## config.mk

```make
export PLATFORM = sky130hd
export DESIGN_NAME = boton_debounce
export DESIGN_NICKNAME = d
export VERILOG_FILES = /design/src/rtl/boton_debounce.sv
export SDC_FILE = /design/constraint.sdc
export NUM_CORES = 1
export LEC_CHECK = 0
export ABC_AREA = 1
export CORE_AREA = 10 10 87 89
export CTS_BUF_LIST = sky130_fd_sc_hd__clkbuf_8 sky130_fd_sc_hd__clkbuf_16
export DETAILED_ROUTE_END_ITERATION = 16
export DIE_AREA = 0 0 97 99
export GPL_TIMING_DRIVEN = 0
export PLACE_DENSITY = 0.69
export RECOVER_POWER = 100
export SYNTH_ARGS = -nofsm -noshare
export SYNTH_HDL_FRONTEND = slang
export SYNTH_SLANG_ARGS = --single-unit
```

## constraint.sdc

```tcl
create_clock -name clk -period 1.39 [get_ports clk]
set_input_delay 0.139 -clock clk [delete_from_list [all_inputs] [get_ports clk]]
set_output_delay 0.139 -clock clk [all_outputs]
set_load 0.01 [all_outputs]
```

## src/rtl/boton_debounce.sv

```systemverilog
// rtl/boton_debounce.sv - per-channel synchronised push-button debouncer
// Outputs debounced levels, press/release pulses and a clearable sticky press flag.
module boton_debounce #(
  parameter int N_CH       = 2,
  parameter int DEB_CYCLES = 500000,
  parameter int ACTIVE_LOW = 0
) (
  input  logic            clk,
  input  logic            rst_n,
  input  logic [N_CH-1:0] btn_in,
  output logic [N_CH-1:0] data_btn,
  output logic [N_CH-1:0] press_pulse,
  output logic [N_CH-1:0] release_pulse,
  output logic [N_CH-1:0] event_sticky,
  input  logic [N_CH-1:0] clr_event
);

  localparam int               CNT_W    = $clog2(DEB_CYCLES);
  localparam logic [CNT_W-1:0] CNT_MAX  = CNT_W'(DEB_CYCLES - 1);
  localparam logic [N_CH-1:0]  SYNC_RST = (ACTIVE_LOW != 0) ? {N_CH{1'b1}} : {N_CH{1'b0}};

  logic [N_CH-1:0]  sync1_q, sync1_d;
  logic [N_CH-1:0]  sync2_q, sync2_d;
  logic [N_CH-1:0]  level;
  logic [N_CH-1:0]  stable_q, stable_d;
  logic [CNT_W-1:0] cnt_q [N_CH];
  logic [CNT_W-1:0] cnt_d [N_CH];
  logic [N_CH-1:0]  press_q, press_d;
  logic [N_CH-1:0]  release_q, release_d;
  logic [N_CH-1:0]  sticky_q, sticky_d;

  // Normalised so that 1 always means pressed downstream of the synchroniser.
  assign level = (ACTIVE_LOW != 0) ? ~sync2_q : sync2_q;

  always_comb begin
    sync1_d  = btn_in;
    sync2_d  = sync1_q;
    stable_d = stable_q;
    for (int i = 0; i < N_CH; i++) begin
      cnt_d[i] = '0;
      if (level[i] != stable_q[i]) begin
        if (cnt_q[i] == CNT_MAX) begin
          stable_d[i] = level[i];
        end else begin
          cnt_d[i] = cnt_q[i] + 1'b1;
        end
      end
    end
    press_d   = stable_d & ~stable_q;
    release_d = ~stable_d & stable_q;
    // A press in the same cycle as a clear keeps the flag set.
    sticky_d  = press_q | (sticky_q & ~clr_event);
  end

  always_ff @(posedge clk or negedge rst_n) begin
    if (!rst_n) begin
      sync1_q   <= SYNC_RST;
      sync2_q   <= SYNC_RST;
      stable_q  <= '0;
      press_q   <= '0;
      release_q <= '0;
      sticky_q  <= '0;
      for (int i = 0; i < N_CH; i++) begin
        cnt_q[i] <= '0;
      end
    end else begin
      sync1_q   <= sync1_d;
      sync2_q   <= sync2_d;
      stable_q  <= stable_d;
      press_q   <= press_d;
      release_q <= release_d;
      sticky_q  <= sticky_d;
      for (int i = 0; i < N_CH; i++) begin
        cnt_q[i] <= cnt_d[i];
      end
    end
  end

  assign data_btn      = stable_q;
  assign press_pulse   = press_q;
  assign release_pulse = release_q;
  assign event_sticky  = sticky_q;

endmodule

```

==> impl_metrics.toml <==
[outcome]
status = "finished, final reports clean"

[worst_setup_path]
path_cells = "ha_4, nand2_4, nor2_4, nand2_2, nor2_4, buf_4, nand3_1, nand3_1, nor2_1"
cp_slowest_stage_delay_ps = 410
worstPathBufferInverterCount = 1
ff2ff_setup_slack_ps = 10
cp-start-kind = "flip-flop"
crit_slowest_cell = "dfrtp_1"
path_class = "flip-flop to flip-flop"
crit_family = "simple AND/OR/NAND/NOR gates"
cp.required_ps = 1590
cp.arrival_ps = 1580
crit_fanout = 3
cp-end-kind = "flip-flop"

[sta]
worstMarginPinSlew_ps = 957
setup_ws_ps = 13.0
whs_ps = 356
finClkSkew_ps = 5.35
setup_viol = 0
hold_violations = 0
fmax_ghz = 0.726
period_minus_slack_ps = 1380
fin_setup_tns_ps = 0
fin_crit_sh_pct = 99.1
slew_viol_final = 0
rsz0062_at_grt = "yes"
slew_headroom_pct = 36.2

[finish]
nFillCells = 496
area_growth_pct = 24.4
drive_gt1_share_pct = 20.7
n_antenna_cell = 0
utilization_pct = 54.6
fin_area_sq_um = 3190
instances_no_fill = 423
fin_nets = 355

[clock_network]
htree_levels = 2
clock_sinks = 50
cts_buffer_depth = 2
cts_tree = "built"
cts_buffers = 5
clock_latency_ps = 300
clk_pin_slew_ps = 90
cts.root.buffer_cell = "clkbuf_8"

[placed_design]
place_area_sq_um = 2810
io_buffer_count = 13
dp.cells = 400
gp_congestion = 0.872
dp_worst_setup_slack_ps = -122
hpwl_microns = 3460

[logic_synthesis]
yosysTopAreaCell = "dfrtp_1"
synth_cells = 311
yosysMostFrequentCell = "nor2_1"
synth-async-reset-ratio_pct = 100
synth_common_cells = "nor2_1, nand2_1, dfrtp_1, inv_1, nand3_1"
yosys_warnings = 0
synth_seq_cells = 50
synth.distinct_cells = 24
avgSynthCellArea_sq_um = 8.25
netlist_top_cells_area = "dfrtp_1, nor2_1, nand2_1"
synth_top_area_share_pct = 48.8
synth_fp_nets = 319
synth-edff-count = 0
syn_area_sq_um = 2570
synthFlopType = "dfrtp_1"
ys_seq_area_share_pct = 48.8

[grt]
grt_pass1_vias = 1868
grt_usage_pct = 10.3
grt_pass1_wl_microns = 8480
grt_start_max_net_pins = 35
antenna_found_initial = 0
grt-ovfl-total = 0

[routing]
post-route-drc-count = 0
wl_per_cell_microns = 12.4
viasPerCell = 4.90
dr_total_vias = 2073
wl_met1_microns = 2370
drtPass1Iterations = 4
drt-total-wl_microns = 5230
wl_met3_microns = 239
dr.max_layer_used = "met4"
wl_met2_microns = 2520
ant_nets = 0
drtIter0Drc = 97

[power_and_ir_drop]
total_leakage_power_nw = 1.35
peakVddDrop_mv = 0.403
total_power_mw = 2.66
p_per_area_nw_per_um2 = 833

[floorplan]
ios = 14
num_rows = 28
initial_core_util_pct = 43.9
die_x_microns = 97
die_y_microns = 99
core_sq_um = 5850
die-area_sq_um = 9600

[hold_path]
hold_path_class = "flip-flop to flip-flop"

[flow_run]
maxCapViolCount = 0
[state kept, by name (all words and copies together), names as in the netlist]
name           count
event_sticky       2
press_pulse        2
data_btn           2
cnt_q             38
release_pulse      2
level              2
sync1_q            2
[timing repair]
| action | 4_1_cts | 5_1_grt |
|---|---|---|
| resized for setup | 6 | 33 |
| pin swaps | 2 | 17 |
| setup endpoints to repair | 22 | 36 |
| setup buffers | 1 | 11 |
| hold buffers | 1 | 0 |
| gates cloned | 1 | 1 |
| hold endpoints to repair | 16 | 0 |
[per-layer routing]
layer,track usage [%],vias up
li1,-,1040
met1,12.9,977
met2,16.8,45
met3,2.16,11
met4,4.54,0
met5,0,-
[layout make-up]
type / instances / area [sq um] / share of cell area, %
clock buffer: 5 / 68.8 / 2.16
clock inverter: 3 / 45.0 / 1.41
inverter: 36 / 135 / 4.23
multi-input combinational: 227 / 1340 / 41.9
sequential: 50 / 1250 / 39.2
tap: 75 / 93.8 / 2.94
timing repair buffer: 27 / 259 / 8.11
[cells in the final DEF, fill, tap and decap left out, types with 2 or more instances in the layout]
master,Yosys,routed
nand2_2,8,7
nand2_4,2,7
nor3b_1,2,2
nand2_1,51,48
clkinvlp_4,0,2
buf_4,0,10
nor2_1,76,72
clkbuf_8,0,5
buf_12,0,2
nand4_1,2,2
dfrtp_1,50,49
ha_4,0,2
inv_1,34,33
o21ai_1,5,5
a21oi_1,5,4
inv_2,2,3
clkdlybuf4s50_1,0,6
xor2_1,15,15
nand3_1,22,19
nand3_2,4,6
nor3_2,1,2
nor2_4,6,13
xnor2_1,5,5
nor3_1,5,4
dlygate4sd3_1,0,3
nor2_2,8,5
clkdlybuf4s25_1,0,3
nand3_4,0,2
o21bai_1,3,3
[cells by family (layout without fill, tap and decap cells)]
family / after synthesis / count (layout) / synth area share (%)
AND/OR/NAND/NOR: 188 / 190 / 34.7
flip-flops: 50 / 50 / 48.8
buffers and inverters: 36 / 71 / 5.27
XOR/XNOR: 20 / 20 / 6.83
AO/OA/AOI/OAI: 15 / 15 / 3.46
adder cells (fa/ha/maj): 2 / 2 / 0.975
[final timing paths]
| kind | start | end | cells past startpoint |
|---|---|---|---|
| worst max-delay path | cnt_q[20]$_DFF_PN0_ | cnt_q[37]$_DFF_PN0_ | 9 |
| worst min-delay path | sync1_q[1]$_DFF_PN0_ | level[1]$_DFF_PN0_ | 0 |
| worst max register to register | cnt_q[20]$_DFF_PN0_ | cnt_q[37]$_DFF_PN0_ | 9 |
| worst min register to register | sync1_q[1]$_DFF_PN0_ | level[1]$_DFF_PN0_ | 0 |
| max in group asynchronous | rst_n | cnt_q[5]$_DFF_PN0_ | 3 |
| min in group asynchronous | rst_n | cnt_q[0]$_DFF_PN0_ | 2 |
[where the power goes]
part | leakage (nW) | internal [mW] | switching [mW] | total, mW
combinational | 0.614 | 0.0540 | 0.0816 | 0.136
clock | 0.0504 | 0.535 | 0.494 | 1.03
sequential | 0.683 | 1.47 | 0.0199 | 1.49
(Power assumes the default switching activity.)
